**src/rtl/fb_cmd_pkg.sv**
```systemverilog
// Shared command/state types and resolution constants for the framebuffer
// writer and the double-buffered display it feeds.
package fb_cmd_pkg;

  localparam int RES_X      = 320;
  localparam int RES_Y      = 240;
  localparam int MEM_WIDTH  = 8;
  localparam int ADDR_WIDTH = $clog2(RES_X * RES_Y);
  localparam int XW         = $clog2(RES_X);
  localparam int YW         = $clog2(RES_Y);

  typedef enum logic [1:0] {
    OP_FILL = 2'd0,
    OP_RECT = 2'd1,
    OP_SWAP = 2'd2,
    OP_NOP  = 2'd3
  } fb_op_t;

  typedef enum logic [1:0] {
    S_IDLE,
    S_DRAW,
    S_SWAP,
    S_DONE
  } fb_state_t;

endpackage

```
**src/rtl/fb_rect_writer_if.sv**
```systemverilog
// Command handshake plus framebuffer write-port bundle of the rectangle writer.
interface fb_rect_writer_if #(
  parameter int MEM_WIDTH  = fb_cmd_pkg::MEM_WIDTH,
  parameter int ADDR_WIDTH = fb_cmd_pkg::ADDR_WIDTH,
  parameter int XW         = fb_cmd_pkg::XW,
  parameter int YW         = fb_cmd_pkg::YW
);
  import fb_cmd_pkg::*;

  logic                  cmd_valid;
  logic                  cmd_ready;
  fb_op_t                cmd_op;
  logic [XW-1:0]         cmd_x0;
  logic [YW-1:0]         cmd_y0;
  logic [XW-1:0]         cmd_x1;
  logic [YW-1:0]         cmd_y1;
  logic [MEM_WIDTH-1:0]  cmd_color;
  logic [ADDR_WIDTH-1:0] mem_addr;
  logic [MEM_WIDTH-1:0]  din;
  logic                  wen;
  logic                  swap_buf;
  logic                  busy;
  logic                  done;

  modport master (
    output cmd_valid, cmd_op, cmd_x0, cmd_y0, cmd_x1, cmd_y1, cmd_color,
    input  cmd_ready, mem_addr, din, wen, swap_buf, busy, done
  );

  modport slave (
    input  cmd_valid, cmd_op, cmd_x0, cmd_y0, cmd_x1, cmd_y1, cmd_color,
    output cmd_ready, mem_addr, din, wen, swap_buf, busy, done
  );

endinterface

```
**src/rtl/fb_raster_addr_gen.sv**
```systemverilog
// Raster walker over a clamped rectangle: x inner, y outer, address kept as a
// running register so the row stride is an add rather than a multiply.
module fb_raster_addr_gen #(
  parameter int RES_X      = fb_cmd_pkg::RES_X,
  parameter int ADDR_WIDTH = fb_cmd_pkg::ADDR_WIDTH,
  parameter int XW         = fb_cmd_pkg::XW,
  parameter int YW         = fb_cmd_pkg::YW
) (
  input  logic                  clk,
  input  logic                  rst,
  input  logic                  start,
  input  logic                  step,
  input  logic [XW-1:0]         x0,
  input  logic [YW-1:0]         y0,
  input  logic [XW-1:0]         x1,
  input  logic [YW-1:0]         y1,
  output logic [ADDR_WIDTH-1:0] addr,
  output logic                  last
);

  logic [XW-1:0]         x_lo, x_hi, x;
  logic [YW-1:0]         y_hi, y;
  logic [ADDR_WIDTH-1:0] row_base;

  // Starting row offset as a shift-add over the set bits of the constant width.
  function automatic logic [ADDR_WIDTH-1:0] row_offset(input logic [YW-1:0] row);
    logic [ADDR_WIDTH-1:0] acc;
    acc = '0;
    for (int b = 0; b < ADDR_WIDTH; b++)
      if (RES_X[b]) acc = acc + (ADDR_WIDTH'(row) << b);
    return acc;
  endfunction

  assign last = (x == x_hi) && (y == y_hi);

  always_ff @(posedge clk or posedge rst) begin
    if (rst) begin
      x_lo     <= '0;
      x_hi     <= '0;
      y_hi     <= '0;
      x        <= '0;
      y        <= '0;
      row_base <= '0;
      addr     <= '0;
    end else if (start) begin
      x_lo     <= x0;
      x_hi     <= x1;
      y_hi     <= y1;
      x        <= x0;
      y        <= y0;
      row_base <= row_offset(y0);
      addr     <= row_offset(y0) + ADDR_WIDTH'(x0);
    end else if (step) begin
      if (x == x_hi) begin
        x        <= x_lo;
        y        <= y + YW'(1);
        row_base <= row_base + ADDR_WIDTH'(RES_X);
        addr     <= row_base + ADDR_WIDTH'(RES_X) + ADDR_WIDTH'(x_lo);
      end else begin
        x    <= x + XW'(1);
        addr <= addr + ADDR_WIDTH'(1);
      end
    end
  end

endmodule

```
**src/rtl/fb_rect_writer.sv**
```systemverilog
// Command-driven back-buffer producer: FILL/RECT draw one pixel per cycle,
// SWAP pulses the buffer-swap request, every command ends with a done pulse.
module fb_rect_writer #(
  parameter int RES_X      = fb_cmd_pkg::RES_X,
  parameter int RES_Y      = fb_cmd_pkg::RES_Y,
  parameter int MEM_WIDTH  = fb_cmd_pkg::MEM_WIDTH,
  parameter int ADDR_WIDTH = fb_cmd_pkg::ADDR_WIDTH,
  parameter int XW         = fb_cmd_pkg::XW,
  parameter int YW         = fb_cmd_pkg::YW
) (
  input  logic            clk,
  input  logic            rst,
  fb_rect_writer_if.slave bus
);
  import fb_cmd_pkg::*;

  localparam logic [XW-1:0] X_MAX = XW'(RES_X - 1);
  localparam logic [YW-1:0] Y_MAX = YW'(RES_Y - 1);

  fb_state_t             state, state_d;
  logic                  wen_q, wen_d;
  logic                  swap_q, swap_d;
  logic                  done_q, done_d;
  logic                  ready_q, ready_d;
  logic                  busy_q, busy_d;
  logic [MEM_WIDTH-1:0]  din_q, din_d;
  logic                  start, step, last;
  logic [XW-1:0]         x0_c, x1_c;
  logic [YW-1:0]         y0_c, y1_c;
  logic                  empty;
  logic [ADDR_WIDTH-1:0] gen_addr;

  // Bounds as they will be drawn; FILL is simply the full-screen rectangle.
  always_comb begin
    x0_c = bus.cmd_x0;
    y0_c = bus.cmd_y0;
    x1_c = (bus.cmd_x1 > X_MAX) ? X_MAX : bus.cmd_x1;
    y1_c = (bus.cmd_y1 > Y_MAX) ? Y_MAX : bus.cmd_y1;
    if (bus.cmd_op == OP_FILL) begin
      x0_c = '0;
      y0_c = '0;
      x1_c = X_MAX;
      y1_c = Y_MAX;
    end
    empty = (x0_c > x1_c) || (y0_c > y1_c) || (x0_c > X_MAX) || (y0_c > Y_MAX);
  end

  fb_raster_addr_gen #(
    .RES_X(RES_X), .ADDR_WIDTH(ADDR_WIDTH), .XW(XW), .YW(YW)
  ) u_gen (
    .clk(clk), .rst(rst), .start(start), .step(step),
    .x0(x0_c), .y0(y0_c), .x1(x1_c), .y1(y1_c),
    .addr(gen_addr), .last(last)
  );

  // DONE behaves like IDLE toward the host, so a waiting command is taken there.
  always_comb begin
    state_d = state;
    wen_d   = 1'b0;
    swap_d  = 1'b0;
    din_d   = din_q;
    start   = 1'b0;
    step    = 1'b0;
    case (state)
      S_IDLE, S_DONE: begin
        state_d = S_IDLE;
        if (bus.cmd_valid) begin
          case (bus.cmd_op)
            OP_FILL, OP_RECT: begin
              if (empty) begin
                state_d = S_DONE;
              end else begin
                state_d = S_DRAW;
                wen_d   = 1'b1;
                start   = 1'b1;
                din_d   = bus.cmd_color;
              end
            end
            OP_SWAP: begin
              state_d = S_SWAP;
              swap_d  = 1'b1;
            end
            default: state_d = S_DONE;
          endcase
        end
      end
      S_DRAW: begin
        if (last) begin
          state_d = S_DONE;
        end else begin
          wen_d = 1'b1;
          step  = 1'b1;
        end
      end
      S_SWAP:  state_d = S_DONE;
      default: state_d = S_IDLE;
    endcase
    done_d  = (state_d == S_DONE);
    ready_d = (state_d == S_IDLE) || (state_d == S_DONE);
    busy_d  = !ready_d;
  end

  always_ff @(posedge clk or posedge rst) begin
    if (rst) begin
      state   <= S_IDLE;
      wen_q   <= 1'b0;
      swap_q  <= 1'b0;
      done_q  <= 1'b0;
      ready_q <= 1'b1;
      busy_q  <= 1'b0;
      din_q   <= '0;
    end else begin
      state   <= state_d;
      wen_q   <= wen_d;
      swap_q  <= swap_d;
      done_q  <= done_d;
      ready_q <= ready_d;
      busy_q  <= busy_d;
      din_q   <= din_d;
    end
  end

  assign bus.cmd_ready = ready_q;
  assign bus.mem_addr  = gen_addr;
  assign bus.din       = din_q;
  assign bus.wen       = wen_q;
  assign bus.swap_buf  = swap_q;
  assign bus.busy      = busy_q;
  assign bus.done      = done_q;

endmodule

```
**src/flat_wrapper.sv**
```systemverilog
// flat-port wrapper written by rule: the top's interface ports become plain ports
module fb_rect_writer_flat import fb_cmd_pkg::*;
#(
  parameter int RES_X      = fb_cmd_pkg::RES_X,
  parameter int RES_Y      = fb_cmd_pkg::RES_Y,
  parameter int MEM_WIDTH  = fb_cmd_pkg::MEM_WIDTH,
  parameter int ADDR_WIDTH = fb_cmd_pkg::ADDR_WIDTH,
  parameter int XW         = fb_cmd_pkg::XW,
  parameter int YW         = fb_cmd_pkg::YW
)
  (clk, rst, bus_cmd_valid, bus_cmd_op, bus_cmd_x0, bus_cmd_y0, bus_cmd_x1, bus_cmd_y1, bus_cmd_color, bus_cmd_ready, bus_mem_addr, bus_din, bus_wen, bus_swap_buf, bus_busy, bus_done);
  fb_rect_writer_if #(.MEM_WIDTH(MEM_WIDTH), .ADDR_WIDTH(ADDR_WIDTH), .XW(XW), .YW(YW)) bus_i ();
  input  logic clk;
  input  logic rst;
  input wire logic [$bits(bus_i.cmd_valid)-1:0] bus_cmd_valid;
  input wire logic [$bits(bus_i.cmd_op)-1:0] bus_cmd_op;
  input wire logic [$bits(bus_i.cmd_x0)-1:0] bus_cmd_x0;
  input wire logic [$bits(bus_i.cmd_y0)-1:0] bus_cmd_y0;
  input wire logic [$bits(bus_i.cmd_x1)-1:0] bus_cmd_x1;
  input wire logic [$bits(bus_i.cmd_y1)-1:0] bus_cmd_y1;
  input wire logic [$bits(bus_i.cmd_color)-1:0] bus_cmd_color;
  output wire logic [$bits(bus_i.cmd_ready)-1:0] bus_cmd_ready;
  output wire logic [$bits(bus_i.mem_addr)-1:0] bus_mem_addr;
  output wire logic [$bits(bus_i.din)-1:0] bus_din;
  output wire logic [$bits(bus_i.wen)-1:0] bus_wen;
  output wire logic [$bits(bus_i.swap_buf)-1:0] bus_swap_buf;
  output wire logic [$bits(bus_i.busy)-1:0] bus_busy;
  output wire logic [$bits(bus_i.done)-1:0] bus_done;
  assign bus_i.cmd_valid = bus_cmd_valid;
  assign bus_i.cmd_op = bus_cmd_op;
  assign bus_i.cmd_x0 = bus_cmd_x0;
  assign bus_i.cmd_y0 = bus_cmd_y0;
  assign bus_i.cmd_x1 = bus_cmd_x1;
  assign bus_i.cmd_y1 = bus_cmd_y1;
  assign bus_i.cmd_color = bus_cmd_color;
  assign bus_cmd_ready = bus_i.cmd_ready;
  assign bus_mem_addr = bus_i.mem_addr;
  assign bus_din = bus_i.din;
  assign bus_wen = bus_i.wen;
  assign bus_swap_buf = bus_i.swap_buf;
  assign bus_busy = bus_i.busy;
  assign bus_done = bus_i.done;
  fb_rect_writer #(.RES_X(RES_X), .RES_Y(RES_Y), .MEM_WIDTH(MEM_WIDTH), .ADDR_WIDTH(ADDR_WIDTH), .XW(XW), .YW(YW)) u_core (.clk(clk), .rst(rst), .bus(bus_i));
endmodule
```
**config.mk**
```make
export PLATFORM = sky130hd
export DESIGN_NAME = fb_rect_writer_flat
export DESIGN_NICKNAME = d
export VERILOG_FILES = /design/src/rtl/fb_cmd_pkg.sv /design/src/rtl/fb_rect_writer_if.sv /design/src/rtl/fb_raster_addr_gen.sv /design/src/rtl/fb_rect_writer.sv /design/src/flat_wrapper.sv
export SDC_FILE = /design/constraint.sdc
export NUM_CORES = 1
export LEC_CHECK = 0
export BUFFER_PORTS_ARGS = -buffer_cell sky130_fd_sc_hd__buf_4
export CAP_MARGIN = 5
export CORE_ASPECT_RATIO = 1.75
export CORE_MARGIN = 5
export CORE_UTILIZATION = 48
export DETAILED_ROUTE_END_ITERATION = 10
export MAX_ROUTING_LAYER = met4
export PLACE_DENSITY = 0.68
export SKIP_LAST_GASP = 1
export SYNTH_ARGS = -nofsm -noshare
export SYNTH_HDL_FRONTEND = slang
export SYNTH_SLANG_ARGS = --single-unit
export TNS_END_PERCENT = 50
```
**constraint.sdc**
```tcl
create_clock -name clk -period 3.6 [get_ports clk]
set_input_delay 0.36 -clock clk [delete_from_list [all_inputs] [get_ports clk]]
set_output_delay 0.36 -clock clk [all_outputs]
set_load 0.02 [all_outputs]
```
==> impl_metrics.tcl <==
set metrics [dict create \
    status "finished clean" \
    synth_cell_types 65 \
    cp_data_arrival_time_ns 3.25 \
    crit_type "in -> reg" \
    cts_tree "done" \
    fin_ws_ns 0.575 \
    preCtsSetupSlack_ns 0.246 \
    grt_pass1_vias 5712 \
    io_pins 77 \
    rsz0062_at_grt "no" \
    setup_viol 0 \
    ant_nets 0 \
    cts.repair.resized 0 \
    antenna_found_initial 0 \
    place_area_um2 6810 \
    maxCapViolations 0 \
    hold_buffers 0 \
    crit_slowest_cell "or2_2" \
    hold_path_class "in -> reg" \
    crit_path_frequent_cell "buf_4" \
    finalCritPeriodShare 0.840 \
    clock.fmax_mhz 331 \
    syn_nets 786 \
    dp_hpwl_um 13200 \
    io_buffers 76 \
    synth_edf_count 0 \
    cts_sinks 86 \
    yosys_warnings 0 \
    power_leakage_nw 3.18 \
    cts-root-buf "clkbuf_16" \
    worstPathRequired_ns 3.82 \
    seq_area_frac_synth 0.359 \
    synthesis.area_um2 6000 \
    critPathLaunchType "input port" \
    cts_max_level 3 \
    start_util 0.485 \
    synth_ff_type "dfrtp_1" \
    routed_wl_um 17400 \
    core_area_um2 12400 \
    period_needed_ns 3.03 \
    grt_max_degree 72 \
    vias 5607 \
    routedWlPerCell_um 18.3 \
    finish.instance_area_um2 7120 \
    crit_chain "buf_4 > or2_2 > buf_4 > nand2_1 > nor2_1 > ha_1 > and3b_1 > a211oi_1 > o211ai_1 > a21oi_1 > nand4_1 > buf_4 > buf_4 > nor2_1 > a21oi_1" \
    slew_headroom 0.267 \
    drt-pass1-iter-count 5 \
    syn_area_per_cell_um2 8.56 \
    power_density_nw_per_um2 785 \
    grt-ovfl-total 0 \
    die_w_um 94.5 \
    clock_path_buffers 2 \
    drt_iter0_markers 436 \
    worstPathMaxFanout 18 \
    async_flop_share 1.00 \
    post_cts_buffers 0 \
    fin_nets 860 \
    drive_above_1_share 0.185 \
    syn_to_final_growth_pct 18.8 \
    grt_util_all_layers 0.252 \
    end_kind "register" \
    skew_ns 0.00969 \
    grt_pass1_wl_um 28700 \
    cpPeakStageDelay_ns 0.37 \
    die_h_um 158 \
    antennaDiodeCount 0 \
    ir_worst_vdd_v 0.000496 \
    place_congestion 0.951 \
    viasPerCell 5.91 \
    fin_tns_setup_ns 0 \
    synth_seq_cells 86 \
    worst_pin_slew_ns 1.10 \
    clk_pin_slew_worst_paths_ns 0.06 \
    drv_slew 0 \
    syn_inst 701 \
    drcViolationCount 0 \
    clk_latency_ns 0.34 \
    finalHoldViolations 0 \
    dieArea_um2 14900 \
    cts-buffers-inserted 9 \
    fp-row-count 54 \
]
[where the power goes]
part           total [mW]  internal, mW  switching, mW
clock network       0.977         0.579          0.398
registers            1.95          1.43          0.524
logic                2.66          1.19           1.47
total                5.59          3.20           2.39
[layer usage]
layer  vias up  GRT usage  wire length, µm
met5         -          -                0
met4         0      0.118              646
met3        48     0.0300              728
met2       199      0.426             8780
met1      2698      0.296             7240
li1       2662          -                -
[cell usage after synthesis (all sizes together) (5+ instances only)]
library cell / n / area share
a211oi: 6 / 0.0083
a21oi: 56 / 0.047
a22oi: 8 / 0.010
a31oi: 7 / 0.0073
and2: 14 / 0.015
buf: 14 / 0.013
clkbuf: 20 / 0.013
dfrtp: 85 / 0.35
ha: 36 / 0.075
inv: 20 / 0.013
mux2: 16 / 0.030
mux2i: 7 / 0.012
nand2: 80 / 0.050
nand2b: 7 / 0.0073
nand3: 25 / 0.021
nand4: 14 / 0.015
nor2: 64 / 0.040
nor2b: 6 / 0.0063
nor3: 17 / 0.017
nor4: 11 / 0.011
o211ai: 7 / 0.0088
o21ai: 57 / 0.048
o22ai: 9 / 0.0094
or2: 5 / 0.0052
xnor2: 37 / 0.055
xor2: 21 / 0.031
[stage by stage]
stage          hold slack [ns]  total power, mW   util  std cells
2_1_floorplan            0.469             3.72      -        701
3_3_place_gp             0.486             4.54  0.551        932
3_5_place_dp             0.492             4.61  0.551        932
4_1_cts                  0.240             5.60  0.576        948
5_1_grt                  0.251             5.99  0.576        948
6_report                 0.249             5.59  0.576        948
[final timing paths]
path / start / end / slack (ns) / cells after the start
min in group asynchronous: rst / u_core.u_gen.x[4] / 0.26 / 2
worst max-delay path: bus_cmd_op[1] / u_core.u_gen.y[2] / 0.57 / 15
worst min-delay path: bus_cmd_color[5] / u_core.bus.din[5] / 0.25 / 2
worst min register to register: u_core.u_gen.y_hi[3] / u_core.u_gen.y_hi[3] / 0.50 / 2
worst max register to register: u_core.u_gen.row_base[6] / u_core.u_gen.addr[14] / 0.73 / 9
max in group asynchronous: rst / u_core.u_gen.y[7] / 2.38 / 3
[critical path: cells and delay by family]
| kind | cells | cell delay, ns |
|---|---|---|
| simple gates | 6 | 1.16 |
| buf+inv | 4 | 0.78 |
| compound gates | 4 | 0.62 |
| fa+ha+maj | 1 | 0.30 |
[layout by cell type, fill, tap and decap left out, drive strengths merged, types with 14 or more instances in the layout]
cell and count:
a21oi 56, buf 97, xnor2 37, nand4 14, mux2 16, nor3 17
inv 19, ha 36, o21ai 57, xor2 21, nand2 80, nor2 64
dfrtp 85, nand3 25, and2 14
[state kept, by name, indices dropped and copies added (netlist names)]
signal,cells
u_core.u_gen.y_hi,8
u_core.state,2
u_core.u_gen.x_hi,9
u_core.bus.busy,1
u_core.bus.cmd_ready,1
u_core.u_gen.addr,17
u_core.bus.done,1
u_core.u_gen.row_base,11
u_core.bus.swap_buf,1
u_core.bus.din,8
u_core.u_gen.x_lo,9
u_core.u_gen.x,9
u_core.bus.wen,1
u_core.u_gen.y,8
[logic make-up after synthesis]
kind of cell    count (synthesis)  synth area share
fa+ha+maj                      38            0.0818
compound gates                189             0.194
xor+xnor                       58            0.0859
buf+inv                        54            0.0378
simple gates                  253             0.200
mux                            23            0.0417
flops                          86             0.359
[area by class of cell]
| type | count | area [µm²] |
|---|---|---|
| clock buffer | 12 | 256 |
| timing repair buffer | 97 | 753 |
| inverter | 20 | 76.3 |
| tap | 168 | 210 |
| clock inverter | 4 | 55.1 |
| multi-input combinational | 561 | 3620 |
| sequential | 86 | 2150 |
| fill | 1119 | 5240 |
No activity file was read; power rests on OpenSTA's default activity.
